## config.mk

```make
export PLATFORM = sky130hd
export DESIGN_NAME = icache_fetch_queue
export DESIGN_NICKNAME = d
export VERILOG_FILES = /design/src/rtl/icache_fetch_queue.sv
export SDC_FILE = /design/constraint.sdc
export NUM_CORES = 1
export LEC_CHECK = 0
export CAP_MARGIN = 0
export CELL_PAD_IN_SITES_DETAIL_PLACEMENT = 1
export CELL_PAD_IN_SITES_GLOBAL_PLACEMENT = 2
export CORE_MARGIN = 3
export CORE_UTILIZATION = 26
export DETAILED_ROUTE_END_ITERATION = 7
export HOLD_SLACK_MARGIN = 0.12
export PLACE_DENSITY_LB_ADDON = 0.1
export RECOVER_POWER = 50
export SYNTH_ARGS = -nofsm -noshare
export SYNTH_HDL_FRONTEND = slang
export SYNTH_SLANG_ARGS = --single-unit
```

## constraint.sdc

```tcl
create_clock -name Clk -period 3.7 [get_ports Clk]
set_input_delay 0.555 -clock Clk [delete_from_list [all_inputs] [get_ports Clk]]
set_output_delay 0.555 -clock Clk [all_outputs]
set_load 0.02 [all_outputs]
```

## src/rtl/icache_fetch_queue.sv

```systemverilog
// rtl/icache_fetch_queue.sv - circular fetch-entry queue with in-place status rewrite
module icache_fetch_queue #(
    parameter int WIDTH = 68,
    parameter int DEPTH = 8,
    parameter int PTRW  = $clog2(DEPTH),
    parameter int STLO  = 2,
    parameter int STW   = 2
) (
    input  logic             Clk,
    input  logic             Rest,
    input  logic             Wable,
    input  logic [WIDTH-1:0] Din,
    input  logic             Rable,
    output logic [WIDTH-1:0] FifoPreOut,
    output logic [PTRW-1:0]  FifoPrePtr,
    input  logic             StateWAble,
    input  logic [PTRW-1:0]  StatePtr,
    input  logic [STW-1:0]   StateDate,
    input  logic             FifoClean,
    output logic             FifoEmpty,
    output logic             FifoFull,
    output logic [PTRW:0]    FifoCount,
    output logic             OvfErr,
    output logic             UdfErr
);

    localparam logic [PTRW:0] PTR_ONE = 1;

    logic [WIDTH-1:0] mem [DEPTH];
    logic [PTRW:0]    wp;
    logic [PTRW:0]    rp;
    logic [PTRW-1:0]  wslot;
    logic [PTRW-1:0]  rslot;
    logic             pop_ok;
    logic             push_ok;
    logic             st_ok;

    assign wslot = wp[PTRW-1:0];
    assign rslot = rp[PTRW-1:0];

    // Extra MSB on each pointer distinguishes full from empty when slots match.
    assign FifoEmpty  = (wp == rp);
    assign FifoFull   = (wslot == rslot) && (wp[PTRW] != rp[PTRW]);
    assign FifoCount  = wp - rp;
    assign FifoPreOut = mem[rslot];
    assign FifoPrePtr = rslot;

    assign pop_ok  = !FifoClean && Rable && !FifoEmpty;
    assign push_ok = !FifoClean && Wable && (!FifoFull || pop_ok);
    // A push landing on the same slot overrides the status rewrite.
    assign st_ok   = !FifoClean && StateWAble && !(push_ok && (StatePtr == wslot));

    always_ff @(posedge Clk or negedge Rest) begin
        if (!Rest) begin
            wp <= '0;
            rp <= '0;
        end else if (FifoClean) begin
            wp <= '0;
            rp <= '0;
        end else begin
            if (push_ok) wp <= wp + PTR_ONE;
            if (pop_ok)  rp <= rp + PTR_ONE;
        end
    end

    always_ff @(posedge Clk or negedge Rest) begin
        if (!Rest) begin
            for (int i = 0; i < DEPTH; i++) mem[i] <= '0;
        end else begin
            for (int i = 0; i < DEPTH; i++) begin
                if (push_ok && (wslot == PTRW'(i)))
                    mem[i] <= Din;
                else if (st_ok && (StatePtr == PTRW'(i)))
                    mem[i][STLO +: STW] <= StateDate;
            end
        end
    end

    always_ff @(posedge Clk or negedge Rest) begin
        if (!Rest) begin
            OvfErr <= 1'b0;
            UdfErr <= 1'b0;
        end else if (FifoClean) begin
            OvfErr <= 1'b0;
            UdfErr <= 1'b0;
        end else begin
            if (Wable && FifoFull && !pop_ok) OvfErr <= 1'b1;
            if (Rable && FifoEmpty)           UdfErr <= 1'b1;
        end
    end

endmodule
```

==> results.yml <==
outcome:
  outcome: "completed"
place:
  gp_routability_congestion: 0.714
  place_hpwl_um: 43400
  portBuffers: 157
  place_ws_ns: 0.387
detailed_routing:
  drc: 0
  wl_um: 75700
  wire_per_inst_um: 23.0
  ant_nets: 0
  dr.pass1.iters: 4
  viasPerCell: 4.67
  route.vias.total: 15400
  drtIter0Drc: 780
worst_setup_path:
  rr_startpoint: "wp[2]$_DFFE_PN0P_"
  worst_path_dominant_cell_family: "buffers and inverters"
  worstRegToRegCells: 7
  crit_type: "register to output port"
  rrSetupSlack_ns: 0.50
  crit_slowest_cell: "clkdlybuf4s50_1"
  slowest_delay_ns: 0.58
  critPathBufInv: 3
  worst_ep_arrival_time_ns: 2.95
  reg2reg_to: "mem[189]$_DFFE_PN0P_"
  critical_path_peak_fanout: 19
  start_kind: "register"
  crit_required_ns: 3.14
  crit_path_cell_trace: "buf_12 > buf_12 > mux4_2 > nand2_1 > nand2_1 > clkdlybuf4s50_1"
  cp-end-kind: "output port"
global_route:
  antenna_found_initial: 5
  grt_pass1_vias: 17300
  grt_max_degree: 91
  grt_pass1_wl_um: 115000
  grt_use_total: 0.150
  grt.overflow.total: 0
synth:
  syn_area_um2: 25300
  ys.flop_type: "dfrtp_1"
  synthCells: 1812
  ys_types: 44
  yosys_warnings: 0
  postSynthAreaPerCell_um2: 13.9
  ys_seq_area_frac: 0.549
  syn-num-nets: 1902
  synth-seq-cells: 554
  synth_edf_count: 0
  synthArstFlopShare: 1.00
clock_network:
  htreeDepth: 3
  worst_skew_pair.late_latency_ns: 0.60
  postCtsSetupBuffers: 0
  cts_tree: "done"
  clk_pin_slew_ns: 0.06
  cts_inserted_buffers: 69
  cts_root_buf: "clkbuf_16"
  clkSinkCount: 554
  ctsLongestPathBuffers: 3
pwr:
  peakVddDrop_mv: 0.275
  cellLeakagePower_nw: 14.1
  p_per_area_nw_per_um2: 657
run:
  cap_viol_max_count: 0
sta:
  max_slew_margin: 0.0131
  setup_viol: 0
  totalNegativeSetupSlack_ns: 0
  rsz0062_at_grt: "no"
  fin_ws_ns: 0.199
  fin_crit_sh: 0.946
  fmax_ghz: 0.286
  finalCriticalPeriod_ns: 3.50
  finalMaxSlewViolations: 0
  finClkSkew_ns: 0.0193
  worst_slew_pin_slew_ns: 1.48
  finalHoldViolCount: 0
finish:
  multi_input_area_um2: 10800
  area_growth_pct: 21.5
  nFillCells: 10000
  drive_above_1_share: 0.367
  fin_nets: 2058
  seq_area_um2: 13900
die:
  fp.dieH_um: 318
  start_util: 0.264
  fp.dieW_um: 318
  dieArea_um2: 101000
  num_rows: 113
  pin_count: 158
  core_um2: 95700
min_path:
  hold_path_class: "register to register"
  hold_path_end: "mem[540]$_DFFE_PN0P_"
  min_from: "mem[540]$_DFFE_PN0P_"
  whs_path_depth: 2
-- state kept, by name (all words and copies together), names as in the netlist --
signal  count
mem       544
UdfErr      1
wp          4
rp          4
OvfErr      1
-- logic make-up (layout without fill, tap and decap cells) --
logic type               after synthesis  in the layout  share of synthesized area
XOR/XNOR                              10             10                    0.00376
multiplexers                         615            615                      0.334
buffers and inverters                130            337                     0.0283
other                                  0              5                          0
AO/OA/AOI/OAI                         35             35                    0.00931
adder cells (fa/ha/maj)               11             11                    0.00574
AND/OR/NAND/NOR                      457            457                     0.0705
flip-flops                           554            554                      0.549
-- how the worst max path moves through the flow --
stage                 startpoint                   end  slack [ns]  cells after the start
6_report       rp[0]$_DFFE_PN0P_        FifoPreOut[33]        0.20                      6
5_1_grt        rp[0]$_DFFE_PN0P_        FifoPreOut[33]        0.05                      6
4_1_cts        rp[0]$_DFFE_PN0P_        FifoPreOut[33]         0.1                      6
3_5_place_dp               Wable   mem[73]$_DFFE_PN0P_        0.39                      7
3_3_place_gp               Wable  mem[126]$_DFFE_PN0P_        0.40                      7
2_1_floorplan  rp[1]$_DFFE_PN0P_  mem[289]$_DFFE_PN0P_        0.81                     11
-- stage by stage --
stage	hold slack, ns	utilization	instance area [µm²]	power (mW)	cells
after CTS	0.479	0.322	30800	20.7	3284
after global routing	0.500	0.321	30700	21.4	3284
after global placement	0.454	0.298	28600	13.5	3161
after detailed placement	0.462	0.298	28600	13.7	3161
final	0.474	0.321	30700	20.2	3289
after floorplan	0.259	-	25300	11.5	1812
-- repair_timing --
action,4_1_cts,5_1_grt
setup endpoints to repair,0,1
gates resized for setup,0,1
hold buffers,1,0
hold endpoints to repair,38,0
-- layout by cell type (no fill, tap or decap), types with 2 or more instances in the layout --
cell / instances
a211oi_4: 2
a21oi_1: 18
a21oi_2: 2
and3_1: 2
buf_12: 21
buf_4: 15
bufinv_16: 3
clkbuf_1: 20
clkbuf_16: 72
clkbuf_2: 4
clkbuf_4: 6
clkbuf_8: 12
clkdlybuf4s50_1: 154
clkinv_2: 10
clkinv_8: 3
clkinvlp_4: 4
dfrtp_1: 551
dfrtp_4: 3
diode_2: 5
dlygate4sd3_1: 3
ha_1: 10
inv_1: 8
mux2_1: 25
mux2_2: 437
mux2i_1: 17
mux4_2: 136
nand2_1: 406
nand3_1: 3
nand3_4: 4
nand4_1: 2
nor2_1: 26
o21ai_0: 4
o31ai_1: 4
or3_1: 2
xnor2_1: 7
xnor2_2: 2
-- synth_stat cells (2+ instances only) --
| library cell | number | area share |
|---|---|---|
| inv_1 | 8 | 0.0012 |
| buf_4 | 45 | 0.013 |
| ha_1 | 10 | 0.0050 |
| dfrtp_1 | 554 | 0.55 |
| or3_1 | 2 | 0.00050 |
| o21ai_0 | 4 | 0.00079 |
| buf_1 | 15 | 0.0022 |
| a21oi_2 | 2 | 0.00069 |
| a21oi_1 | 18 | 0.0036 |
| o31ai_1 | 4 | 0.0012 |
| mux2_1 | 25 | 0.011 |
| clkbuf_1 | 23 | 0.0034 |
| and3_1 | 3 | 0.00074 |
| nand4_1 | 2 | 0.00050 |
| buf_2 | 35 | 0.0069 |
| xnor2_1 | 8 | 0.0028 |
| mux2_2 | 437 | 0.19 |
| nor2_1 | 26 | 0.0039 |
| buf_6 | 2 | 0.00089 |
| nand2_1 | 407 | 0.060 |
| a211oi_4 | 2 | 0.0016 |
| nand3_1 | 7 | 0.0014 |
| mux2i_1 | 17 | 0.0067 |
| mux4_2 | 136 | 0.12 |
-- power breakdown --
group,leakage (nW),internal (mW),switching [mW]
logic,5.77,2.89,2.47
registers,7.25,7.41,0.672
clock network,1.10,4.03,2.72
-- per-layer routing --
layer / vias to the layer above / track usage / wire length [µm]
li1: 6746 / - / -
met1: 8280 / 0.206 / 35200
met2: 226 / 0.245 / 35800
met3: 102 / 0.0269 / 3070
met4: 4 / 0.0391 / 1580
met5: - / 0 / 37
-- area by class of cell --
type / instances / area share
Sequential cell: 554 / 0.452
Multi-Input combinational cell: 1128 / 0.350
Timing Repair Buffer: 205 / 0.0709
Clock buffer: 102 / 0.0663
Tap cell: 1265 / 0.0515
Clock inverter: 20 / 0.00725
Inverter: 10 / 0.00126
Antenna cell: 5 / 0.000407
-- tightest hold or removal path, delay by kind of cell (launching register included) --
family | cells | cell delay [ns]
AND/OR/NAND/NOR | 2 | 0.10
flip-flops | 1 | 0.34
Note: power is estimated with default switching activity, not from simulation.
